--- src/rtl/pixel_pwm_pkg.sv ---
// Shared definitions for the pixel PWM sequencer.
// Contents: FSM state enum and helper functions that derive the frame geometry
// from DATA_W / MSB_W. The frame is made of thermometer slots followed by
// binary-weighted slots.
package pixel_pwm_pkg;

    typedef enum logic [0:0] {
        ST_IDLE = 1'b0,
        ST_RUN  = 1'b1
    } state_t;

    // Ticks per frame.
    function automatic int frame_len(input int data_w);
        return (1 << data_w) - 1;
    endfunction

    // Number of slots per frame: thermometer slots plus one slot per LSB.
    function automatic int slot_count(input int msb_w, input int lsb_w);
        return (1 << msb_w) - 1 + lsb_w;
    endfunction

    // Length of slot k in ticks. Thermometer slots are 2^lsb_w long.
    // Binary slot j lasts 2^j ticks.
    function automatic int slot_len(input int k, input int msb_w, input int lsb_w);
        int ntherm;
        ntherm = (1 << msb_w) - 1;
        if (k < ntherm) begin
            return 1 << lsb_w;
        end
        return 1 << (k - ntherm);
    endfunction

    // Width of a slot index. It is at least 1 bit so that the one-slot case
    // still has a port.
    function automatic int idx_w(input int msb_w, input int lsb_w);
        int n;
        n = slot_count(msb_w, lsb_w);
        return (n > 1) ? $clog2(n) : 1;
    endfunction

endpackage

--- src/rtl/pixel_pwm_slot_gen.sv ---
// Frame timebase for the pixel PWM sequencer.
// The prescale counter divides clk down to ticks. The tick counter measures
// the current slot, and the slot counter walks through the frame.
// Ports:
//   clk, rst_n   clock and synchronous active-low reset
//   run          sequencer is in a frame; all counters hold 0 otherwise
//   clear        abort: counters return to 0 on the next edge
//   slot_idx     current slot
//   slot_bin     current slot is binary-weighted (not thermometer)
//   bin_idx      bit position driven by the current binary slot
//   frame_start  first clk cycle of a frame
//   frame_end    last clk cycle of a frame
module pixel_pwm_slot_gen
    import pixel_pwm_pkg::*;
#(
    parameter int DATA_W   = 8,
    parameter int MSB_W    = 4,
    parameter int PRESCALE = 1,
    localparam int LSB_W   = DATA_W - MSB_W,
    localparam int NTHERM  = (1 << MSB_W) - 1,
    localparam int NSLOT   = slot_count(MSB_W, DATA_W - MSB_W),
    localparam int SW      = idx_w(MSB_W, DATA_W - MSB_W),
    localparam int BW      = (LSB_W > 1) ? $clog2(LSB_W) : 1
) (
    input  logic          clk,
    input  logic          rst_n,
    input  logic          run,
    input  logic          clear,
    output logic [SW-1:0] slot_idx,
    output logic          slot_bin,
    output logic [BW-1:0] bin_idx,
    output logic          frame_start,
    output logic          frame_end
);

    localparam int PW = (PRESCALE > 1) ? $clog2(PRESCALE) : 1;
    localparam int TW = (LSB_W > 0) ? LSB_W : 1;

    logic [PW-1:0] pre_reg;
    logic [TW-1:0] tick_reg;
    logic [SW-1:0] slot_reg;
    logic          pre_last;
    logic          tick_last;
    logic          slot_last;

    assign pre_last  = (pre_reg == PW'(PRESCALE - 1));
    assign tick_last = (int'(tick_reg) == slot_len(int'(slot_reg), MSB_W, LSB_W) - 1);
    assign slot_last = (slot_reg == SW'(NSLOT - 1));

    always_ff @(posedge clk) begin
        if (!rst_n || clear || !run) begin
            pre_reg  <= '0;
            tick_reg <= '0;
            slot_reg <= '0;
        end else if (pre_last) begin
            pre_reg <= '0;
            if (tick_last) begin
                tick_reg <= '0;
                // The slot counter wraps only here, at the end of the frame.
                slot_reg <= slot_last ? '0 : slot_reg + 1'b1;
            end else begin
                tick_reg <= tick_reg + 1'b1;
            end
        end else begin
            pre_reg <= pre_reg + 1'b1;
        end
    end

    assign slot_idx    = slot_reg;
    assign slot_bin    = (int'(slot_reg) >= NTHERM);
    // This value is only meaningful while slot_bin is high.
    assign bin_idx     = BW'(int'(slot_reg) - NTHERM);
    assign frame_start = run && (pre_reg == '0) && (tick_reg == '0) && (slot_reg == '0);
    assign frame_end   = run && pre_last && tick_last && slot_last;

endmodule

--- src/rtl/pixel_pwm_seq.sv ---
// Multi-channel pixel PWM sequencer.
// Each accepted pixel word is played out as one PWM frame of 2^DATA_W-1 ticks
// per channel. A one-deep shadow buffer lets the next word wait, so that
// frames run back-to-back.
// Ports:
//   clk, rst_n   clock and synchronous active-low reset
//   din          CH pixel values, channel c at [c*DATA_W +: DATA_W]
//   din_vld      din valid
//   din_rdy      din can be accepted (shadow empty)
//   flush        abort the current frame and drop the shadow
//   pwm_out      registered per-channel PWM level
//   oe           high while pwm_out carries a frame
//   sof          one-cycle pulse on the first output cycle of a frame
//   slot_idx     slot currently shown on pwm_out
module pixel_pwm_seq
    import pixel_pwm_pkg::*;
#(
    parameter int CH       = 4,
    parameter int DATA_W   = 8,
    parameter int MSB_W    = 4,
    parameter int PRESCALE = 1,
    localparam int LSB_W   = DATA_W - MSB_W,
    localparam int SW      = idx_w(MSB_W, DATA_W - MSB_W),
    localparam int BW      = (LSB_W > 1) ? $clog2(LSB_W) : 1
) (
    input  logic                 clk,
    input  logic                 rst_n,
    input  logic [CH*DATA_W-1:0] din,
    input  logic                 din_vld,
    output logic                 din_rdy,
    input  logic                 flush,
    output logic [CH-1:0]        pwm_out,
    output logic                 oe,
    output logic                 sof,
    output logic [SW-1:0]        slot_idx
);

    state_t                state_reg, state_next;
    logic [CH*DATA_W-1:0]  active_reg, active_next;
    logic [CH*DATA_W-1:0]  shadow_reg, shadow_next;
    logic                  shadow_full_reg, shadow_full_next;
    logic                  rdy_reg;
    logic                  accept;

    logic [SW-1:0]         slot_cur;
    logic                  slot_bin;
    logic [BW-1:0]         bin_idx;
    logic                  frame_start;
    logic                  frame_end;

    logic [CH-1:0]         lvl;
    logic                  oe_next, sof_next;
    logic [CH-1:0]         pwm_reg;
    logic                  oe_reg, sof_reg;
    logic [SW-1:0]         slot_reg;

    assign accept  = din_vld && rdy_reg;
    assign din_rdy = rdy_reg;

    pixel_pwm_slot_gen #(
        .DATA_W   (DATA_W),
        .MSB_W    (MSB_W),
        .PRESCALE (PRESCALE)
    ) u_slot_gen (
        .clk         (clk),
        .rst_n       (rst_n),
        .run         (state_reg == ST_RUN),
        .clear       (flush),
        .slot_idx    (slot_cur),
        .slot_bin    (slot_bin),
        .bin_idx     (bin_idx),
        .frame_start (frame_start),
        .frame_end   (frame_end)
    );

    // State register. The ready flag is registered from the next shadow
    // state, so it stays low during reset and during the cycle in which the
    // shadow drains.
    always_ff @(posedge clk) begin
        if (!rst_n) begin
            state_reg       <= ST_IDLE;
            shadow_full_reg <= 1'b0;
            rdy_reg         <= 1'b0;
        end else begin
            state_reg       <= state_next;
            shadow_full_reg <= shadow_full_next;
            rdy_reg         <= !shadow_full_next;
        end
    end

    // The pixel buffers need no reset because they are qualified by the state
    // and by shadow_full.
    always_ff @(posedge clk) begin
        active_reg <= active_next;
        shadow_reg <= shadow_next;
    end

    // Next-state and buffer steering.
    always_comb begin
        state_next       = state_reg;
        active_next      = active_reg;
        shadow_next      = shadow_reg;
        shadow_full_next = shadow_full_reg;
        if (flush) begin
            // flush wins over a same-cycle accept, so that word is dropped.
            state_next       = ST_IDLE;
            shadow_full_next = 1'b0;
        end else begin
            case (state_reg)
                ST_IDLE: begin
                    if (accept) begin
                        active_next = din;
                        state_next  = ST_RUN;
                    end
                end
                ST_RUN: begin
                    if (frame_end) begin
                        if (shadow_full_reg) begin
                            active_next      = shadow_reg;
                            shadow_full_next = 1'b0;
                        end else if (accept) begin
                            active_next = din;
                        end else begin
                            state_next = ST_IDLE;
                        end
                    end else if (accept) begin
                        shadow_next      = din;
                        shadow_full_next = 1'b1;
                    end
                end
                default: state_next = ST_IDLE;
            endcase
        end
    end

    // Output decode. Thermometer slot k lights a lane when msb > k. Binary
    // slot j shows bit j of the value.
    always_comb begin
        oe_next  = (state_reg == ST_RUN);
        sof_next = frame_start;
    end

    for (genvar gi = 0; gi < CH; gi++) begin : g_lane
        logic [MSB_W-1:0] msb;
        assign msb = active_reg[gi*DATA_W + LSB_W +: MSB_W];
        if (LSB_W > 0) begin : g_mix
            logic [LSB_W-1:0] lsb;
            assign lsb     = active_reg[gi*DATA_W +: LSB_W];
            assign lvl[gi] = (state_reg == ST_RUN) &&
                             (slot_bin ? lsb[bin_idx] : (int'(msb) > int'(slot_cur)));
        end else begin : g_therm
            assign lvl[gi] = (state_reg == ST_RUN) && (int'(msb) > int'(slot_cur));
        end
    end

    // Output register stage: pwm_out, oe, sof and slot_idx stay aligned.
    always_ff @(posedge clk) begin
        if (!rst_n) begin
            pwm_reg  <= '0;
            oe_reg   <= 1'b0;
            sof_reg  <= 1'b0;
            slot_reg <= '0;
        end else begin
            pwm_reg  <= lvl;
            oe_reg   <= oe_next;
            sof_reg  <= sof_next;
            slot_reg <= slot_cur;
        end
    end

    assign pwm_out  = pwm_reg;
    assign oe       = oe_reg;
    assign sof      = sof_reg;
    assign slot_idx = slot_reg;

endmodule
--- config.mk ---
export PLATFORM = sky130hd
export DESIGN_NAME = pixel_pwm_seq
export DESIGN_NICKNAME = d
export VERILOG_FILES = /design/src/rtl/pixel_pwm_pkg.sv /design/src/rtl/pixel_pwm_slot_gen.sv /design/src/rtl/pixel_pwm_seq.sv
export SDC_FILE = /design/constraint.sdc
export NUM_CORES = 1
export LEC_CHECK = 0
export BUFFER_PORTS_ARGS = -buffer_cell sky130_fd_sc_hd__buf_2
export CAP_MARGIN = 20
export CORE_MARGIN = 4
export CORE_UTILIZATION = 50
export CTS_BUF_LIST = sky130_fd_sc_hd__clkbuf_8
export DETAILED_ROUTE_END_ITERATION = 10
export MAX_ROUTING_LAYER = met4
export PLACE_DENSITY = 0.72
export SLEW_MARGIN = 25
export SYNTH_ARGS = -nofsm -noshare
export SYNTH_HDL_FRONTEND = slang
export SYNTH_SLANG_ARGS = --single-unit
--- constraint.sdc ---
create_clock -name clk -period 6.05 [get_ports clk]
set_clock_uncertainty 0.15 [all_clocks]
set_input_delay 0.9075 -clock clk [delete_from_list [all_inputs] [get_ports clk]]
set_output_delay 0.9075 -clock clk [all_outputs]
set_load 0.005 [all_outputs]
# Yosys cells after proc, flatten, opt, wreduce, memory -nomap -nowiden
# Cells that the tools add are included.
op_classes:
  n_mux: 29
  eq_ne: 3
  bitwise: 5
  add_sub_neg: 5
  n_reduce_logical: 22
  magnitude_cmp: 7
  shift: 1
ops:
  columns: ["cell", "n"]
  rows:
  - ["$mux 32", 4]
  - ["$pmux 32 s2", 1]
  - ["$eq 5x32->1", 1]
  - ["$shl 1x32->32 const A", 1]
  - ["$sub 32x2->32 const B", 1]
  - ["$gt 4x5->1", 4]
  - ["$mux 1", 16]
  - ["$logic_and 1x1->1", 10]
  - ["$mux 5", 2]
  - ["$bmux 1 s2", 4]
  - ["$sub 5x4->6 const B", 1]
  - ["$add 5x1->5 const B", 1]
  - ["$eq 5x5->1 const B", 1]
  - ["$ge 5x4->1 const B", 1]
  - ["$logic_not 5->1", 1]
  - ["$lt 5x4->1 const B", 1]
  - ["$not 1->1", 5]
  - ["$add 4x1->4 const B", 1]
  - ["$logic_not 4->1", 1]
  - ["$mux 4", 1]
  - ["$reduce_and 2->1", 2]
  - ["$reduce_and 4->1", 1]
  - ["$reduce_or 2->1", 2]
  - ["$logic_not 1->1", 3]
  - ["other kinds (5)", 6]
word_totals:
  input_bits: 36
  out_inout_bits: 12
  wordCells: 84
  regBits: 88

# Logic depth before layout (Yosys ltp)
# Gate-level depths: netlist of the first run.
depth:
  word_depth: 11
  mapped_depth: 13

# Modules after synthesis
# A second synthesis of the first run with hierarchy kept.
hier_totals:
  hier_cells: 411
  area_unflattened_um2: 4690.7
by_module_without_submodules:
  columns: ["module", "cells_each", "instances", "seq_area_each_um2", "area_per_inst_um2"]
  rows:
  - ["pixel_pwm_seq", 263, 1, 2202.1, 3509.6]
  - ["pixel_pwm_slot_gen", 148, 1, 200.2, 1181.1]

# Worst setup path before layout of the first run
# No wires, ideal clock.
synth_timing:
  kind: "register -> register"
  startpoint: "reg u_slot_gen.slot_reg[0] (netlist: u_slot_gen.slot_idx[0])"
  endpoint: "reg shadow_reg[0], enable pin"
  arrival_ns: 5.444
  synth_period_minus_slack_ns: 6.064
  n_path_buf: 0
  setup_slack_ns: -0.014
  required_time_ns: 5.430
  path_stages_with_launch: 14
  cell_sequence: "dfxtp_1 > ha_1 > and3_1 > ha_1 > nand2b_4 > or2_2 > or4_1 > ha_1 > xor2_1 > o41ai_1 > nand4bb_1 > nand4b_1 > nor2_2 > a211oi_1"
synth_via:
  elab_chain_len: 9
  elab_cells_between_ends: 13
synth_lines:
  columns: ["item", "line", "text"]
  rows:
  - ["start: declaration", "pixel_pwm_slot_gen.sv:41", "logic [SW-1:0] slot_reg;"]
  - ["start signal: assignment", "pixel_pwm_slot_gen.sv:60", "slot_reg <= slot_last ? '0 : slot_reg + 1'b1;"]
  - ["$sub 5x4->6 / $lt 5x4->1 (equally long branches)", "pixel_pwm_pkg.sv:30, pixel_pwm_pkg.sv:27", null]
  - ["$shl 1x32->32 (tied with other cells)", "pixel_pwm_pkg.sv:30", "return 1 << (k - ntherm);"]
  - ["$mux 32", "pixel_pwm_pkg.sv:30", null]
  - ["$sub 32x2->32", "pixel_pwm_slot_gen.sv:47", "assign tick_last = (int'(tick_reg) == slot_len(int'(slot_reg), MSB_W, LSB_W) - 1);"]
  - ["$eq 5x32->1", "pixel_pwm_slot_gen.sv:47", null]
  - ["$logic_and 1x1->1", "pixel_pwm_slot_gen.sv:74", "assign frame_end = run && pre_last && tick_last && slot_last;"]
  - ["$logic_and 1x1->1 (*)", "pixel_pwm_slot_gen.sv:74", null]
  - ["$not 1->1 (no line) (*)", null, null]
  - ["$reduce_and 4->1 (no line) (*)", null, null]
  - ["end signal: assignment", "pixel_pwm_seq.sv:95", "shadow_reg <= shadow_next;"]
  - ["end: declaration", "pixel_pwm_seq.sv:40", "logic [CH*DATA_W-1:0] shadow_reg, shadow_next;"]
# Every way passes the cells marked *; elsewhere a longest branch is shown, timed or not.
# A chain may end at the register's enable or synchronous reset.

# Worst setup path in the final report of the first run
layout_timing:
  startpoint: "reg u_slot_gen.slot_reg[0] (netlist: u_slot_gen.slot_idx[0])"
  endpoint: "reg shadow_reg[31], enable pin"
# The elaborated chain is that of the path after synthesis.

==> flow_summary.yaml, run 1 <==
worst_setup_path:
  reg2reg_to: "shadow_reg[31]"
  endpoint_kind: "register"
  cpMostUsedCell: "ha_1"
  critPathKind: "reg -> reg"
  slowest_delay_ns: 0.78
  reg2regPathDepth: 14
  rrSetupSlack_ns: 1.03
  cp_slowest_cell: "a211oi_4"
  start_kind: "register"
  crit_chain: "ha_1, and3_1, ha_1, nand2b_4, or2_2, or4_1, ha_1, xor2_1, o41ai_1, nand4bb_1, nand4b_1, nor2_2, a211oi_4, buf_4"
  cp_max_fo: 17
  rr_startpoint: "u_slot_gen.slot_idx[0]"
  worst_ep_required_time_ns: 5.94
  worstPathArrival_ns: 4.91
clocking:
  clk-insertion-delay-late_ns: 0.35
  post_cts_buffers: 0
  cts-buffers-inserted: 9
  cts_sinks: 88
  tritoncts: "done"
  cts-root-buf: "clkbuf_8"
  htree_levels: 3
  clock_path_buffers: 2
  clk_pin_slew_ns: 0.10
  ctsResizeCount: 0
  postCtsHoldBufs: 0
placement:
  port_buffers: 47
  placed_cell_area_um2: 4770
  gp_congestion: 0.897
  dp_cells: 525
  dp_slack_ns: 1.00
  dp_hpwl_mm: 6.36
yosys:
  async_flop_share: 0
  synth_cell_type_count: 54
  syn_inst: 385
  synth_fp_nets: 444
  avgSynthCellArea_um2: 11.5
  yosysTopAreaCell: "edfxtp_1"
  synthTopCellsByArea: "edfxtp_1 43%, dfxtp_1 11%, mux2i_1 8.1%"
  synth_area_um2: 4430
  ys_seq_elements: 88
  ys.flop_type: "edfxtp_1"
  synth_top_area_frac: 0.434
  yosysSeqAreaShare: 0.543
  synth_edf_count: 64
  yosys_warnings: 0
cells_and_area:
  fin_area_um2: 4960
  area_delta_synth_final_pct: 12.0
  num_antenna_cells: 0
  layout-drive-gt1-share: 0.194
  finalNonFillerCells: 541
  final_nets: 487
global_route:
  overflow: 0
  grt.total_usage: 0.187
  antenna_found_initial: 0
  grt_pass1_wl_mm: 14.6
  grt_pass1_vias: 2953
  grt_max_degree: 65
sta:
  setup_ws_ns: 1.03
  min_period_ns: 5.02
  relSlewSlack: 0.371
  tightest_slew_ns: 0.943
  hold_viol_final: 0
  drv_slew: 0
  fin_tns_setup_ns: 0
  max_freq_mhz: 199
  final-setup-viol-count: 0
  fin_crit_sh: 0.830
  grt_setup_unrepaired: "no"
drt:
  remaining_drc_errors: 0
  final_antenna_net_count: 0
  postRouteWirelength_mm: 8.81
  vias_per_cell: 5.54
  first_pass_iters: 5
  detail_route.wl_per_cell_um: 16.3
  vias: 2998
  dr.first_iter.drc_count: 109
run:
  cap_viol_max_count: 0
hold_path:
  hp-start: "u_slot_gen.pre_reg"
  holdPathStages: 2
  hold_class: "reg -> reg"
  whs_endpoint: "u_slot_gen.tick_reg[1]"
floorplanning:
  die_y_um: 102
  io_pins: 48
  coreArea_um2: 8680
  fp.dieArea_um2: 10400
  die_x_um: 102
  initial_utilization: 0.510
  rows: 34
pwr:
  p_leak_nw: 1.83
  p_per_area_nw_per_um2: 233
  ir_worst_vdd_mv: 0.192
outcome:
  outcome: "finished, final reports clean"
[through the flow]
| step | power (mW) | util | hold slack, ns |
|---|---|---|---|
| after CTS | 1.17 | 0.571 | 0.338 |
| after floorplan | 0.747 | - | 0.309 |
| after detailed placement | 0.783 | 0.549 | 0.333 |
| final | 1.15 | 0.571 | 0.336 |
| after global routing | 1.21 | 0.571 | 0.364 |
| after global placement | 0.779 | 0.549 | 0.329 |
[layout by cell type (no fill, tap or decap), types with 6 or more instances in the layout]
master / instances
nor3_1: 10
nor2_1: 8
clkbuf_8: 10
ha_1: 23
edfxtp_1: 64
nor2b_1: 6
a21oi_1: 16
o21ai_0: 40
nand2_1: 45
inv_1: 14
buf_2: 47
nand3_1: 6
dfxtp_1: 24
mux2i_1: 36
and2_1: 6
[routing by layer]
layer  part of all wire  vias to the layer above  track usage
li1                   -                     1511            -
met1               0.46                     1420        0.246
met2               0.49                       60        0.300
met3              0.042                        7       0.0410
met4             0.0099                        0       0.0424
met5                  0                        -            -
[worst max path at each step]
| stage | cells past startpoint | start | end | slack [ns] |
|---|---|---|---|---|
| finish | 14 | u_slot_gen.slot_idx[0] | shadow_reg[31] | 1.03 |
| global placement | 14 | u_slot_gen.slot_idx[0] | shadow_reg[29] | 1.06 |
| CTS | 14 | u_slot_gen.slot_idx[0] | shadow_reg[31] | 0.98 |
| detailed placement | 14 | u_slot_gen.slot_idx[0] | shadow_reg[29] | 1.00 |
| floorplan | 13 | u_slot_gen.slot_idx[0] | shadow_reg[0] | 1.02 |
| global route | 14 | u_slot_gen.slot_idx[0] | shadow_reg[31] | 0.66 |
[Yosys cell counts (2+ instances only)]
master,count
nand2_1,45
nor2b_1,6
clkbuf_1,15
inv_1,14
mux4_2,4
a41o_1,4
a21oi_1,16
ha_1,23
or4_1,2
dfxtp_1,24
nor3_1,10
and3_1,5
edfxtp_1,64
xnor2_1,4
o21ai_0,40
nand2b_1,5
nand4_1,3
mux2i_1,36
buf_1,2
nor2_1,8
a211oi_1,2
xor2_1,4
nand3b_1,2
nand3_1,6
o211ai_1,2
and2_1,8
or3_1,3
nor4_1,2
[layout make-up]
class,count,area (µm²)
Inverter,14,52.6
Clock inverter,6,50.0
Multi-Input combinational cell,264,1910
Clock buffer,10,138
Fill cell,747,3720
Timing Repair Buffer,51,265
Tap cell,108,135
Sequential cell,88,2400
[critical path, delay by kind of cell (launching register included)]
family | cells | cell delay (ns)
AO/OA/AOI/OAI | 2 | 0.84
XOR/XNOR | 1 | 0.14
adder cells (fa/ha/maj) | 3 | 0.93
buffers and inverters | 1 | 0.37
flip-flops | 1 | 0.63
AND/OR/NAND/NOR | 7 | 1.63
[kinds of logic after synthesis]
| kind of cell | synth area share |
|---|---|
| other cells | 0.000847 |
| simple gates | 0.138 |
| buf+inv | 0.0300 |
| flops | 0.543 |
| xor+xnor | 0.0158 |
| mux | 0.102 |
| compound gates | 0.106 |
| fa+ha+maj | 0.0650 |
[power breakdown]
part	total [mW]	internal [mW]	switching, mW
logic	0.0825	0.0395	0.0430
registers	0.686	0.672	0.0138
clock network	0.384	0.167	0.217
total	1.15	0.879	0.274
(Power assumes the default switching activity.)
==> run 2: changes to the inputs <==
--- a/config.mk
+++ b/config.mk
@@ -12,7 +12,7 @@
 export CTS_BUF_LIST = sky130_fd_sc_hd__clkbuf_8
 export DETAILED_ROUTE_END_ITERATION = 10
 export MAX_ROUTING_LAYER = met4
-export PLACE_DENSITY = 0.72
+export PLACE_DENSITY = 0.7
 export SLEW_MARGIN = 25
 export SYNTH_ARGS = -nofsm -noshare
 export SYNTH_HDL_FRONTEND = slang
==> constraint.sdc (replaced) <==
create_clock -name clk -period 4.75 [get_ports clk]
set_clock_uncertainty 0.15 [all_clocks]
set_input_delay 0.7125 -clock clk [delete_from_list [all_inputs] [get_ports clk]]
set_output_delay 0.7125 -clock clk [all_outputs]
set_load 0.005 [all_outputs]
==> run 2 against run 1 <==
Effect of this change:
- first-iteration DRC count rose by 31%
- highest routed layer unchanged
- sequential share of layout area fell by 0.77 points
- cell count rose by 0.92%
- sequential power rose by 27%
- global-route usage rose by 0.32 points
- clock power rose by 33%
==> flow_summary.yaml, run 2 (synthesis gave the netlist of run 1 again) <==
sta:
  grt_setup_unrepaired: "no"
  drv_slew: 0
  fin_crit_sh: 0.928
  final-setup-viol-count: 0
  max_freq_mhz: 227
  min_period_ns: 4.41
  fin_tns_setup_ns: 0
  setup_ws_ns: 0.342
  hold_viol_final: 0
hold_path:
  hold_class: "reg -> reg"
  holdPathStages: 2
  hp-start: "u_slot_gen.pre_reg"
  whs_endpoint: "u_slot_gen.tick_reg[1]"
worst_setup_path:
  cpMostUsedCell: "ha_1"
  cp_max_fo: 32
  critPathKind: "reg -> reg"
  crit_chain: "ha_1, and3_1, ha_1, nand2b_4, or2_2, or4_1, ha_1, xor2_1, o41ai_1, nand4bb_1, nand4b_1, nor2_4, buf_4, a211oi_4, buf_12"
  cp.buffers_inverters: 2
  reg2reg_to: "shadow_reg[12]"
  slowest_delay_ns: 0.44
  endpoint_kind: "register"
  reg2regPathDepth: 15
  path_delay_family: "simple AND/OR/NAND/NOR gates"
  rr_startpoint: "u_slot_gen.slot_idx[1]"
  start_kind: "register"
  worstPathArrival_ns: 4.35
  cp_slowest_cell: "dfxtp_2"
  worst_ep_required_time_ns: 4.69
  rrSetupSlack_ns: 0.34
drt:
  vias: 3059
  detail_route.wl_per_cell_um: 16.3
  final_antenna_net_count: 0
  vias_per_cell: 5.60
  postRouteWirelength_mm: 8.92
  dr.first_iter.drc_count: 143
  first_pass_iters: 4
  remaining_drc_errors: 0
floorplanning:
  coreArea_um2: 8680
  io_pins: 48
  fp.dieArea_um2: 10400
  die_y_um: 102
  rows: 34
  die_x_um: 102
  initial_utilization: 0.510
clocking:
  cts-root-buf: "clkbuf_8"
  clock_path_buffers: 2
  clk_pin_slew_ns: 0.09
  clk-insertion-delay-late_ns: 0.36
  tritoncts: "done"
  htree_levels: 3
  cts_sinks: 88
  postCtsHoldBufs: 0
  cts-buffers-inserted: 9
global_route:
  grt_pass1_wl_mm: 15.0
  grt.total_usage: 0.190
  overflow: 0
  grt_pass1_vias: 3018
  grt_max_degree: 65
  antenna_found_initial: 0
cells_and_area:
  final_nets: 492
  area_delta_synth_final_pct: 13.8
  register_area_um2: 2400
  num_antenna_cells: 0
  multi_input_area_um2: 1920
  layout-drive-gt1-share: 0.201
  layout_commonest_cell: "edfxtp_1"
  fill_cells: 742
  fin_area_um2: 5040
  layout_common_cells: "64 x edfxtp_1, 47 x buf_2, 45 x nand2_1"
pwr:
  p_leak_nw: 1.87
  ir_worst_vdd_mv: 0.149
  power.total_mw: 1.49
  p_per_area_nw_per_um2: 295
placement:
  port_buffers: 47
  dp_slack_ns: 0.212
  dp_hpwl_mm: 6.17
  gp_congestion: 0.866
  placed_cell_area_um2: 4820
run:
  cap_viol_max_count: 0
outcome:
  outcome: "finished, final reports clean"
-- run 2: cell count changes in the layout (fill, tap and decap cells not counted), moves of 2 or more --
cell    previous run  this run
buf_4              4         6
inv_6              3         1
buf_12             0         3
inv_1             14        16
-- run 2: area by class of cell --
class | count | area share
clock buffer | 9 | 0.0246
clock inverter | 7 | 0.0132
inverter | 14 | 0.0104
multi-input combinational | 264 | 0.381
sequential | 88 | 0.477
tap | 108 | 0.0268
timing repair buffer | 56 | 0.0675
-- run 2: through the flow --
stage               cells  hold WS, ns  utilization
floorplan             385        0.309            -
global placement      529        0.334        0.556
detailed placement    529        0.336        0.556
CTS                   545        0.349        0.578
global route          546        0.364        0.581
finish                546        0.350        0.581
-- run 2: layer usage --
| layer | vias to the layer above | part of all wire | wire length, µm | GRT usage |
|---|---|---|---|---|
| li1 | 1524 | - | - | - |
| met1 | 1434 | 0.47 | 4220 | 0.270 |
| met2 | 89 | 0.46 | 4100 | 0.274 |
| met3 | 12 | 0.057 | 510 | 0.0334 |
| met4 | 0 | 0.010 | 90 | 0.0706 |
| met5 | - | 0 | 0 | - |
-- run 2: worst reg2reg max path, stage by stage (launching register included) --
cell       delay [ns]
dfxtp_2          0.44
ha_1             0.31
and3_1           0.23
ha_1             0.31
nand2b_4         0.20
or2_2            0.30
or4_1            0.41
ha_1             0.30
xor2_1           0.14
o41ai_1          0.08
nand4bb_1        0.21
nand4b_1         0.31
nor2_4           0.29
buf_4            0.20
a211oi_4         0.07
buf_12           0.18
-- run 2: what timing repair did --
item                                    4_1_cts  5_1_grt
endpoints found under the setup margin        0       64
gates resized for setup                       0        2
setup buffers                                 0        0
-- run 2: how the worst max path moves through the flow --
stage	cells past startpoint	to	slack, ns	startpoint
after global placement	15	shadow_reg[8]	0.33	u_slot_gen.slot_idx[1]
after floorplan	13	shadow_reg[0]	0.16	u_slot_gen.slot_idx[0]
final	15	shadow_reg[12]	0.34	u_slot_gen.slot_idx[1]
after CTS	15	shadow_reg[11]	0.17	u_slot_gen.slot_idx[1]
after detailed placement	15	shadow_reg[8]	0.21	u_slot_gen.slot_idx[1]
after global routing	14	active_reg[7]	0.10	u_slot_gen.slot_idx[1]
-- run 2: report_power, final --
group / internal, mW / switching, mW / total (mW) / leakage (nW)
clock: 0.241 / 0.270 / 0.510 / 0.0982
sequential: 0.856 / 0.0155 / 0.871 / 0.794
combinational: 0.0523 / 0.0551 / 0.107 / 0.976
==> run 3: changes to the inputs <==
--- a/config.mk
+++ b/config.mk
@@ -5,14 +5,13 @@
 export SDC_FILE = /design/constraint.sdc
 export NUM_CORES = 1
 export LEC_CHECK = 0
-export BUFFER_PORTS_ARGS = -buffer_cell sky130_fd_sc_hd__buf_2
 export CAP_MARGIN = 20
 export CORE_MARGIN = 4
 export CORE_UTILIZATION = 50
 export CTS_BUF_LIST = sky130_fd_sc_hd__clkbuf_8
 export DETAILED_ROUTE_END_ITERATION = 10
+export DONT_BUFFER_PORTS = 1
 export MAX_ROUTING_LAYER = met4
-export PLACE_DENSITY = 0.7
 export SLEW_MARGIN = 25
 export SYNTH_ARGS = -nofsm -noshare
 export SYNTH_HDL_FRONTEND = slang
==> constraint.sdc (replaced) <==
create_clock -name clk -period 5.25 [get_ports clk]
set_clock_uncertainty 0.15 [all_clocks]
set_input_delay 0.7875 -clock clk [delete_from_list [all_inputs] [get_ports clk]]
set_output_delay 0.7875 -clock clk [all_outputs]
set_load 0.005 [all_outputs]
==> run 3 against run 2 <==
Effect of this change:
- hold slack improved by 0.00076 ns
- register-to-register slack improved by 0.04 ns
- design area fell by 4.9%
- utilization fell by 2.8 points
- critical path depth did not move
- setup slack improved by 0.040 ns
- critical endpoint is now active_reg[0]
- highest routed layer unchanged
- largest cell class unchanged
- wire length rose by 1.9%
- clock-buffer cell count did not move
- clock power fell by 8.0%
==> flow_summary.yaml, run 3 (synthesis gave the netlist of run 1 again) <==
cells_and_area:
  finalNonFillerCells: 501
  layout_commonest_cell: "edfxtp_1"
  post-route-util: 0.552
  layout_common_cells: "64 x edfxtp_1, 45 x nand2_1, 40 x o21ai_0"
  layout-drive-gt1-share: 0.107
  area_delta_synth_final_pct: 8.31
  num_antenna_cells: 0
  final_nets: 447
global_route:
  grt_pass1_vias: 2949
  grt.total_usage: 0.193
  grt_max_degree: 65
  grt_pass1_wl_mm: 15.0
  antenna_found_initial: 0
  overflow: 0
pwr:
  p_switching_mw: 0.302
  pwr-share-seq: 0.591
  p_int_mw: 1.03
  power_frac_clock: 0.351
  pwr-share-comb: 0.058
  p_sw_frac: 0.226
  p_leak_nw: 1.67
  ir_worst_vdd_mv: 0.168
  p_per_area_nw_per_um2: 278
clocking:
  clk_pin_slew_ns: 0.09
  clk-insertion-delay-late_ns: 0.35
  tritoncts: "done"
  cts-root-buf: "clkbuf_8"
  post_cts_buffers: 0
  cts_sinks: 88
  postCtsHoldBufs: 0
  clock_path_buffers: 2
  htree_levels: 3
  cts-buffers-inserted: 9
  ctsResizeCount: 0
sta:
  grt_setup_unrepaired: "no"
  drv_slew: 0
  hold_viol_final: 0
  final-setup-viol-count: 0
  fin_crit_sh: 0.927
  fin_tns_setup_ns: 0
  max_freq_mhz: 205
  min_period_ns: 4.87
  tightest_slew_ns: 0.750
  relSlewSlack: 0.497
run:
  cap_viol_max_count: 0
placement:
  gp_congestion: 0.825
  dp_hpwl_mm: 6.16
  port_buffers: 0
  dp_cells: 482
worst_setup_path:
  slowest_delay_ns: 0.56
  cp.buffers_inverters: 2
  cp_slowest_cell: "dfxtp_1"
  cp_max_fo: 21
  cpMostUsedCell: "ha_1"
  rrSetupSlack_ns: 0.38
  worstPathArrival_ns: 4.77
  crit_chain: "ha_1, and3_1, ha_1, nand2b_4, or2_2, or4_1, ha_1, xor2_1, o41ai_1, nand4bb_1, nand4b_1, nor2_2, buf_4, o2bb2ai_2, buf_12"
  endpoint_kind: "register"
  critPathKind: "reg -> reg"
  start_kind: "register"
  worst_ep_required_time_ns: 5.15
  path_delay_family: "simple AND/OR/NAND/NOR gates"
floorplanning:
  io_pins: 48
  die_y_um: 102
  rows: 34
  fp.dieArea_um2: 10400
  die_x_um: 102
  coreArea_um2: 8680
  initial_utilization: 0.510
drt:
  first_pass_iters: 5
  postRouteWirelength_mm: 9.09
  final_antenna_net_count: 0
  dr.first_iter.drc_count: 134
  vias_per_cell: 5.77
  vias: 2889
  remaining_drc_errors: 0
  detail_route.wl_per_cell_um: 18.1
hold_path:
  hold_class: "reg -> reg"
outcome:
  outcome: "finished, final reports clean"
==> run 3: cell count changes in the layout (fill, tap and decap cells not counted), sizes merged <==
cell      change
buf          -45
clkinvlp      -1
clkinv        +1
==> run 3: cell type report <==
type	count	area [µm²]
Fill cell	755	3880
Sequential cell	88	2400
Multi-Input combinational cell	264	1910
Tap cell	108	135
Clock buffer	9	124
Timing Repair Buffer	11	95.1
Clock inverter	7	71.3
Inverter	14	52.6
==> run 3: power by group through the flow <==
stage	Sequential, mW	Clock [mW]	Combinational, mW
after detailed placement	0.806	0	0.0776
after CTS	0.790	0.483	0.0781
after global routing	0.793	0.514	0.0902
after floorplan	0.799	0	0.0619
after global placement	0.806	0	0.0754
final	0.789	0.469	0.0770
==> run 3: final timing paths <==
check	startpoint	depth (start not counted)	end
setup / recovery	u_slot_gen.slot_idx[1]	15	active_reg[0]
hold / removal	u_slot_gen.pre_reg	2	u_slot_gen.tick_reg[1]
setup reg to reg	u_slot_gen.slot_idx[1]	15	active_reg[0]
hold reg to reg	u_slot_gen.pre_reg	2	u_slot_gen.tick_reg[1]
==> run 3: through the flow <==
| stage | power [mW] | setup WS, ns | area [µm²] | hold slack [ns] |
|---|---|---|---|---|
| CTS | 1.35 | 0.240 | 4770 | 0.355 |
| finish | 1.34 | 0.382 | 4790 | 0.351 |
| global route | 1.40 | 0.0609 | 4790 | 0.342 |
| floorplan | 0.861 | 0.224 | 4430 | 0.309 |
| global placement | 0.881 | 0.445 | 4580 | 0.331 |
| detailed placement | 0.883 | 0.264 | 4580 | 0.342 |
==> run 3: worst register-to-register path, cell delays in order (launching register included) <==
cell       delay (ns)
dfxtp_1          0.56
ha_1             0.35
and3_1           0.22
ha_1             0.30
nand2b_4         0.19
or2_2            0.30
or4_1            0.41
ha_1             0.30
xor2_1           0.14
o41ai_1          0.08
nand4bb_1        0.21
nand4b_1         0.27
nor2_2           0.22
buf_4            0.22
o2bb2ai_2        0.38
buf_12           0.26
==> run 3: routing by layer <==
layer  track usage  part of all wire  up-vias
met3        0.0341             0.051        6
met1         0.265              0.46     1385
met2         0.295              0.48       71
li1              -                 -     1427
met4        0.0595            0.0083        0
met5             -                 0        -
